--- src/rtl/shift_add_mult_ctrl.sv ---
// Sequential 32x32 -> 64-bit unsigned shift-and-add multiplier that reuses one ripple adder
// once per clock, with a start/busy/done handshake toward upstream control.

module ripple_adder #(
  parameter int WIDTH = 32
) (
  input  logic [WIDTH-1:0] x,
  input  logic [WIDTH-1:0] y,
  input  logic             ci,
  output logic [WIDTH-1:0] s,
  output logic             co
);

  logic [WIDTH:0] carry_s;

  assign carry_s[0] = ci;

  for (genvar i = 0; i < WIDTH; i++) begin : g_fa
    assign s[i]         = x[i] ^ y[i] ^ carry_s[i];
    assign carry_s[i+1] = (x[i] & y[i]) | (carry_s[i] & (x[i] ^ y[i]));
  end

  assign co = carry_s[WIDTH];

endmodule

module shift_add_mult_ctrl #(
  parameter int WIDTH = 32
) (
  input  logic               clk,
  input  logic               rst,
  input  logic               start,
  input  logic [WIDTH-1:0]   a,
  input  logic [WIDTH-1:0]   b,
  output logic               busy,
  output logic               done,
  output logic [2*WIDTH-1:0] product
);

  localparam int CW = $clog2(WIDTH);

  typedef enum logic [1:0] {
    IDLE = 2'd0,
    RUN  = 2'd1,
    DONE = 2'd2
  } state_t;

  state_t           state_r;
  state_t           state_nxt_s;
  logic [WIDTH-1:0] mcand_r;
  logic [WIDTH-1:0] acc_hi_r;
  logic [WIDTH-1:0] mq_r;
  logic [CW-1:0]    count_r;
  logic             busy_r;
  logic             done_r;
  logic             load_s;
  logic             shift_s;
  logic [WIDTH-1:0] addend_s;
  logic [WIDTH-1:0] sum_s;
  logic             co_s;

  // The partial product only grows by mcand when the current multiplier LSB is set.
  assign addend_s = mq_r[0] ? mcand_r : {WIDTH{1'b0}};

  ripple_adder #(.WIDTH(WIDTH)) u_adder (
    .x  (acc_hi_r),
    .y  (addend_s),
    .ci (1'b0),
    .s  (sum_s),
    .co (co_s)
  );

  // Next-state decode; a start in DONE is accepted just like one in IDLE.
  always_comb begin
    state_nxt_s = state_r;
    load_s      = 1'b0;
    shift_s     = 1'b0;
    case (state_r)
      IDLE: begin
        if (start) begin
          load_s      = 1'b1;
          state_nxt_s = RUN;
        end else begin
          state_nxt_s = IDLE;
        end
      end
      RUN: begin
        shift_s = 1'b1;
        if (count_r == CW'(WIDTH - 1)) begin
          state_nxt_s = DONE;
        end else begin
          state_nxt_s = RUN;
        end
      end
      DONE: begin
        if (start) begin
          load_s      = 1'b1;
          state_nxt_s = RUN;
        end else begin
          state_nxt_s = IDLE;
        end
      end
      default: begin
        state_nxt_s = IDLE;
      end
    endcase
  end

  // State, handshake flags and datapath registers; the carry-out becomes the new acc_hi MSB.
  always_ff @(posedge clk or posedge rst) begin
    if (rst) begin
      state_r  <= IDLE;
      busy_r   <= 1'b0;
      done_r   <= 1'b0;
      mcand_r  <= {WIDTH{1'b0}};
      acc_hi_r <= {WIDTH{1'b0}};
      mq_r     <= {WIDTH{1'b0}};
      count_r  <= {CW{1'b0}};
    end else begin
      state_r <= state_nxt_s;
      busy_r  <= (state_nxt_s == RUN);
      done_r  <= (state_nxt_s == DONE);
      if (load_s) begin
        mcand_r  <= a;
        mq_r     <= b;
        acc_hi_r <= {WIDTH{1'b0}};
        count_r  <= {CW{1'b0}};
      end else if (shift_s) begin
        {acc_hi_r, mq_r} <= {co_s, sum_s, mq_r[WIDTH-1:1]};
        count_r          <= count_r + {{(CW-1){1'b0}}, 1'b1};
      end
    end
  end

  assign busy    = busy_r;
  assign done    = done_r;
  assign product = {acc_hi_r, mq_r};

endmodule

--- config.mk ---
export PLATFORM = sky130hd
export DESIGN_NAME = shift_add_mult_ctrl
export DESIGN_NICKNAME = d
export VERILOG_FILES = /design/src/rtl/shift_add_mult_ctrl.sv
export SDC_FILE = /design/constraint.sdc
export NUM_CORES = 1
export LEC_CHECK = 0
export BUFFER_PORTS_ARGS = -buffer_cell sky130_fd_sc_hd__buf_2
export CORE_MARGIN = 2
export CORE_UTILIZATION = 25
export CTS_CLUSTER_SIZE = 8
export DETAILED_ROUTE_END_ITERATION = 6
export GPL_TIMING_DRIVEN = 1
export HOLD_SLACK_MARGIN = 0.02
export PLACE_DENSITY = 0.47
export SLEW_MARGIN = 20
export SYNTH_ARGS = -nofsm -noshare
export SYNTH_HDL_FRONTEND = slang
export SYNTH_SLANG_ARGS = --single-unit
--- constraint.sdc ---
create_clock -name clk -period 37 [get_ports clk]
set_input_delay 3.7 -clock clk [delete_from_list [all_inputs] [get_ports clk]]
set_output_delay 3.7 -clock clk [all_outputs]
set_load 0.005 [all_outputs]
==> results_dict.tcl <==
set metrics [dict create \
    critPathMaxFanout 12 \
    relSlewSlack_pct 35.2 \
    ios 133 \
    p_leak_nw 3.00 \
    ys_types 26 \
    cts.path.max_buffers 2 \
    cts_sinks 105 \
    rsz0062_at_grt "false" \
    firstDrtPassIters 4 \
    initial_core_util_pct 25.6 \
    powerDensity_mw_per_mm2 83.6 \
    dp_cells 851 \
    tritoncts "done" \
    synth_top_area_share_pct 52.4 \
    vdd_drop_max_v 0.0000273 \
    slew_violations 0 \
    use_met3_pct 4.45 \
    netlist_area_sq_mm 0.00501 \
    max_clock_freq_mhz 73.1 \
    min_period_over_period_pct 37.0 \
    grt_busiest_layer "met2" \
    final_cell_count_no_fill 866 \
    arrival_ns 13.88 \
    min_path_type "register to register" \
    synth_area_per_cell_sq_um 10.4 \
    worst_pin_slew_ns 0.972 \
    cp_data_required_time_ns 37.20 \
    die_h_microns 146 \
    cts_resized 0 \
    routedWlPerCell_microns 15.3 \
    yosysMostFrequentCell "nand2_1" \
    setup_viol 0 \
    synth_area_leaders "dfrtp_1, fa_1, nand2_1" \
    skew_ns 0.0125 \
    p_int_w 0.000311 \
    synth-edff-count 0 \
    grt_overflow_total 0 \
    seq_area_frac_synth_pct 52.4 \
    combPwrFrac_pct 40.7 \
    synth_top_cells_by_count "nand2_1, dfrtp_1, inv_1" \
    hold_buffers 0 \
    dieArea_sq_mm 0.0212 \
    wirelength_microns 13200 \
    pwr-share-clk_pct 17.7 \
    async_flop_share_pct 100 \
    p_seq_share_pct 41.6 \
    tns_ns 0 \
    yosys_warnings 0 \
    antenna_cells 0 \
    critPathLaunchType "register" \
    htreeDepth 3 \
    ys.flop_type "dfrtp_1" \
    drcViolationCount 0 \
    grt_use_total_pct 13.0 \
    crit_path_top_delay_cell "dfrtp_1" \
    vias 3822 \
    clk_pin_slew_ns 0.07 \
    coreArea_sq_mm 0.0196 \
    grt_max_degree 76 \
    critPathMaxStageDelay_ns 0.55 \
    switchingPower_w 0.000203 \
    dp_hpwl_microns 8750 \
    viasPerCell 4.41 \
    hp-start "mcand_r[0]$_DFFE_PP0P_" \
    clock-root-buffer "clkbuf_16" \
    numCtsBuffers 9 \
    cp-end-kind "register" \
    global_route.usage.met1_pct 16.9 \
    power.share.switching_pct 39.5 \
    synth_cells 481 \
    finalHoldViolCount 0 \
    yosysTopAreaCell "dfrtp_1" \
    drt_iter0_markers 169 \
    drv_cap 0 \
    cts_setup_buffers 0 \
    route.antenna.remaining_nets 0 \
    num_rows 51 \
    grt_pass1_wl_microns 22000 \
    worstSetupStartpoint "mq_r[0]$_DFFE_PP0P_" \
    gp_congestion 0.730 \
    antenna_found_initial 0 \
    grt_pass1_vias 4158 \
    syn_nets 582 \
    drive_gt1_share_pct 26.1 \
    regToRegStartpoint "mq_r[0]$_DFFE_PP0P_" \
    final_nets 698 \
    clkLatencyLatePin_ns 0.35 \
    status "finished clean" \
    areaGrowthSynthToFinish_pct 22.7 \
    dieWidth_microns 146 \
    io_buffers 132 \
    path_common_cell "fa_1" \
    yosys_register_bits 105 \
    fin_crit_ns 13.68 \
    crit_type "register to register" \
    grt_util_met2_pct 20.5 \
]
-- flip-flops by register name, summed over array words and instances (netlist names) --
register and cells:
mq_r 32, done 1, busy 1, mcand_r 32
state_r 2, count_r 5, acc_hi_r 32
-- placed cells by master (no fill, tap or decap), types with 3 or more instances in the layout --
master	n
nand3_1	32
clkbuf_16	9
dfrtp_1	105
inv_1	32
a22oi_1	31
buf_4	5
fa_1	31
a22o_1	4
o2bb2ai_1	30
and2_1	5
nand2_1	159
o21ai_1	3
buf_2	132
ha_1	3
-- worst max-delay path: cells and delay by family, from the launching register on --
kind,cells,cell delay (ns)
adder cells (fa/ha/maj),32,12.56
AND/OR/NAND/NOR,1,0.18
buffers and inverters,3,0.19
AO/OA/AOI/OAI,1,0.06
flip-flops,1,0.55
-- metal layers --
metal  routed length (microns)  vias to the layer above
li1                          -                     1802
met1                      5980                     1884
met5                         0                        -
met4                       236                        0
met2                      6040                      124
met3                       958                       12
-- cells by family after synthesis --
| logic type | count (synthesis) | synth area share [%] |
|---|---|---|
| AO/OA/AOI/OAI | 69 | 11.0 |
| XOR/XNOR | 1 | 0.175 |
| adder cells (fa/ha/maj) | 34 | 13.1 |
| buffers and inverters | 65 | 5.99 |
| flip-flops | 105 | 52.4 |
| multiplexers | 1 | 0.200 |
| AND/OR/NAND/NOR | 206 | 17.1 |
-- cell type report --
type | instances | area, sq um
multi-input cells | 311 | 2100
inverters | 33 | 126
well taps | 265 | 332
clock buffers | 11 | 243
flip-flops and latches | 105 | 2630
fillers | 2095 | 13400
repair buffers | 137 | 698
clock inverters | 4 | 30.0
-- power groups by stage --
| stage | combinational, W | sequential (W) | clock (W) |
|---|---|---|---|
| 4_1_cts | 0.000215 | 0.000215 | 0.0000949 |
| 5_1_grt | 0.000244 | 0.000222 | 0.0000983 |
| 3_3_place_gp | 0.000207 | 0.000214 | 0 |
| 3_5_place_dp | 0.000214 | 0.000215 | 0 |
| 2_1_floorplan | 0.000136 | 0.000209 | 0 |
| 6_report | 0.000209 | 0.000214 | 0.0000909 |
-- per-stage QoR --
stage               setup slack (ns)  util, %  total power, W  instance area (sq um)  hold slack, ns
finish                         23.32     31.4        0.000514                   6150           0.469
global route                   22.77     31.4        0.000565                   6150           0.504
floorplan                      24.16        -        0.000345                   5010           0.437
detailed placement             23.34     30.0        0.000429                   5880           0.456
CTS                            23.27     31.4        0.000524                   6150           0.474
global placement               23.44     30.0        0.000421                   5880           0.454
-- final timing paths --
path                                            end  slack (ns)  cells past startpoint
min                          mcand_r[0]$_DFFE_PP0P_        0.47                      2
max reg2reg                acc_hi_r[30]$_DFFE_PP0P_       23.32                     37
max                        acc_hi_r[30]$_DFFE_PP0P_       23.32                     37
min in group asynchronous      mq_r[23]$_DFFE_PP0P_        3.34                      2
max in group asynchronous    count_r[3]$_DFFE_PP0P_       32.32                      3
min reg2reg                  mcand_r[0]$_DFFE_PP0P_        0.47                      2
(Power assumes the default switching activity.)
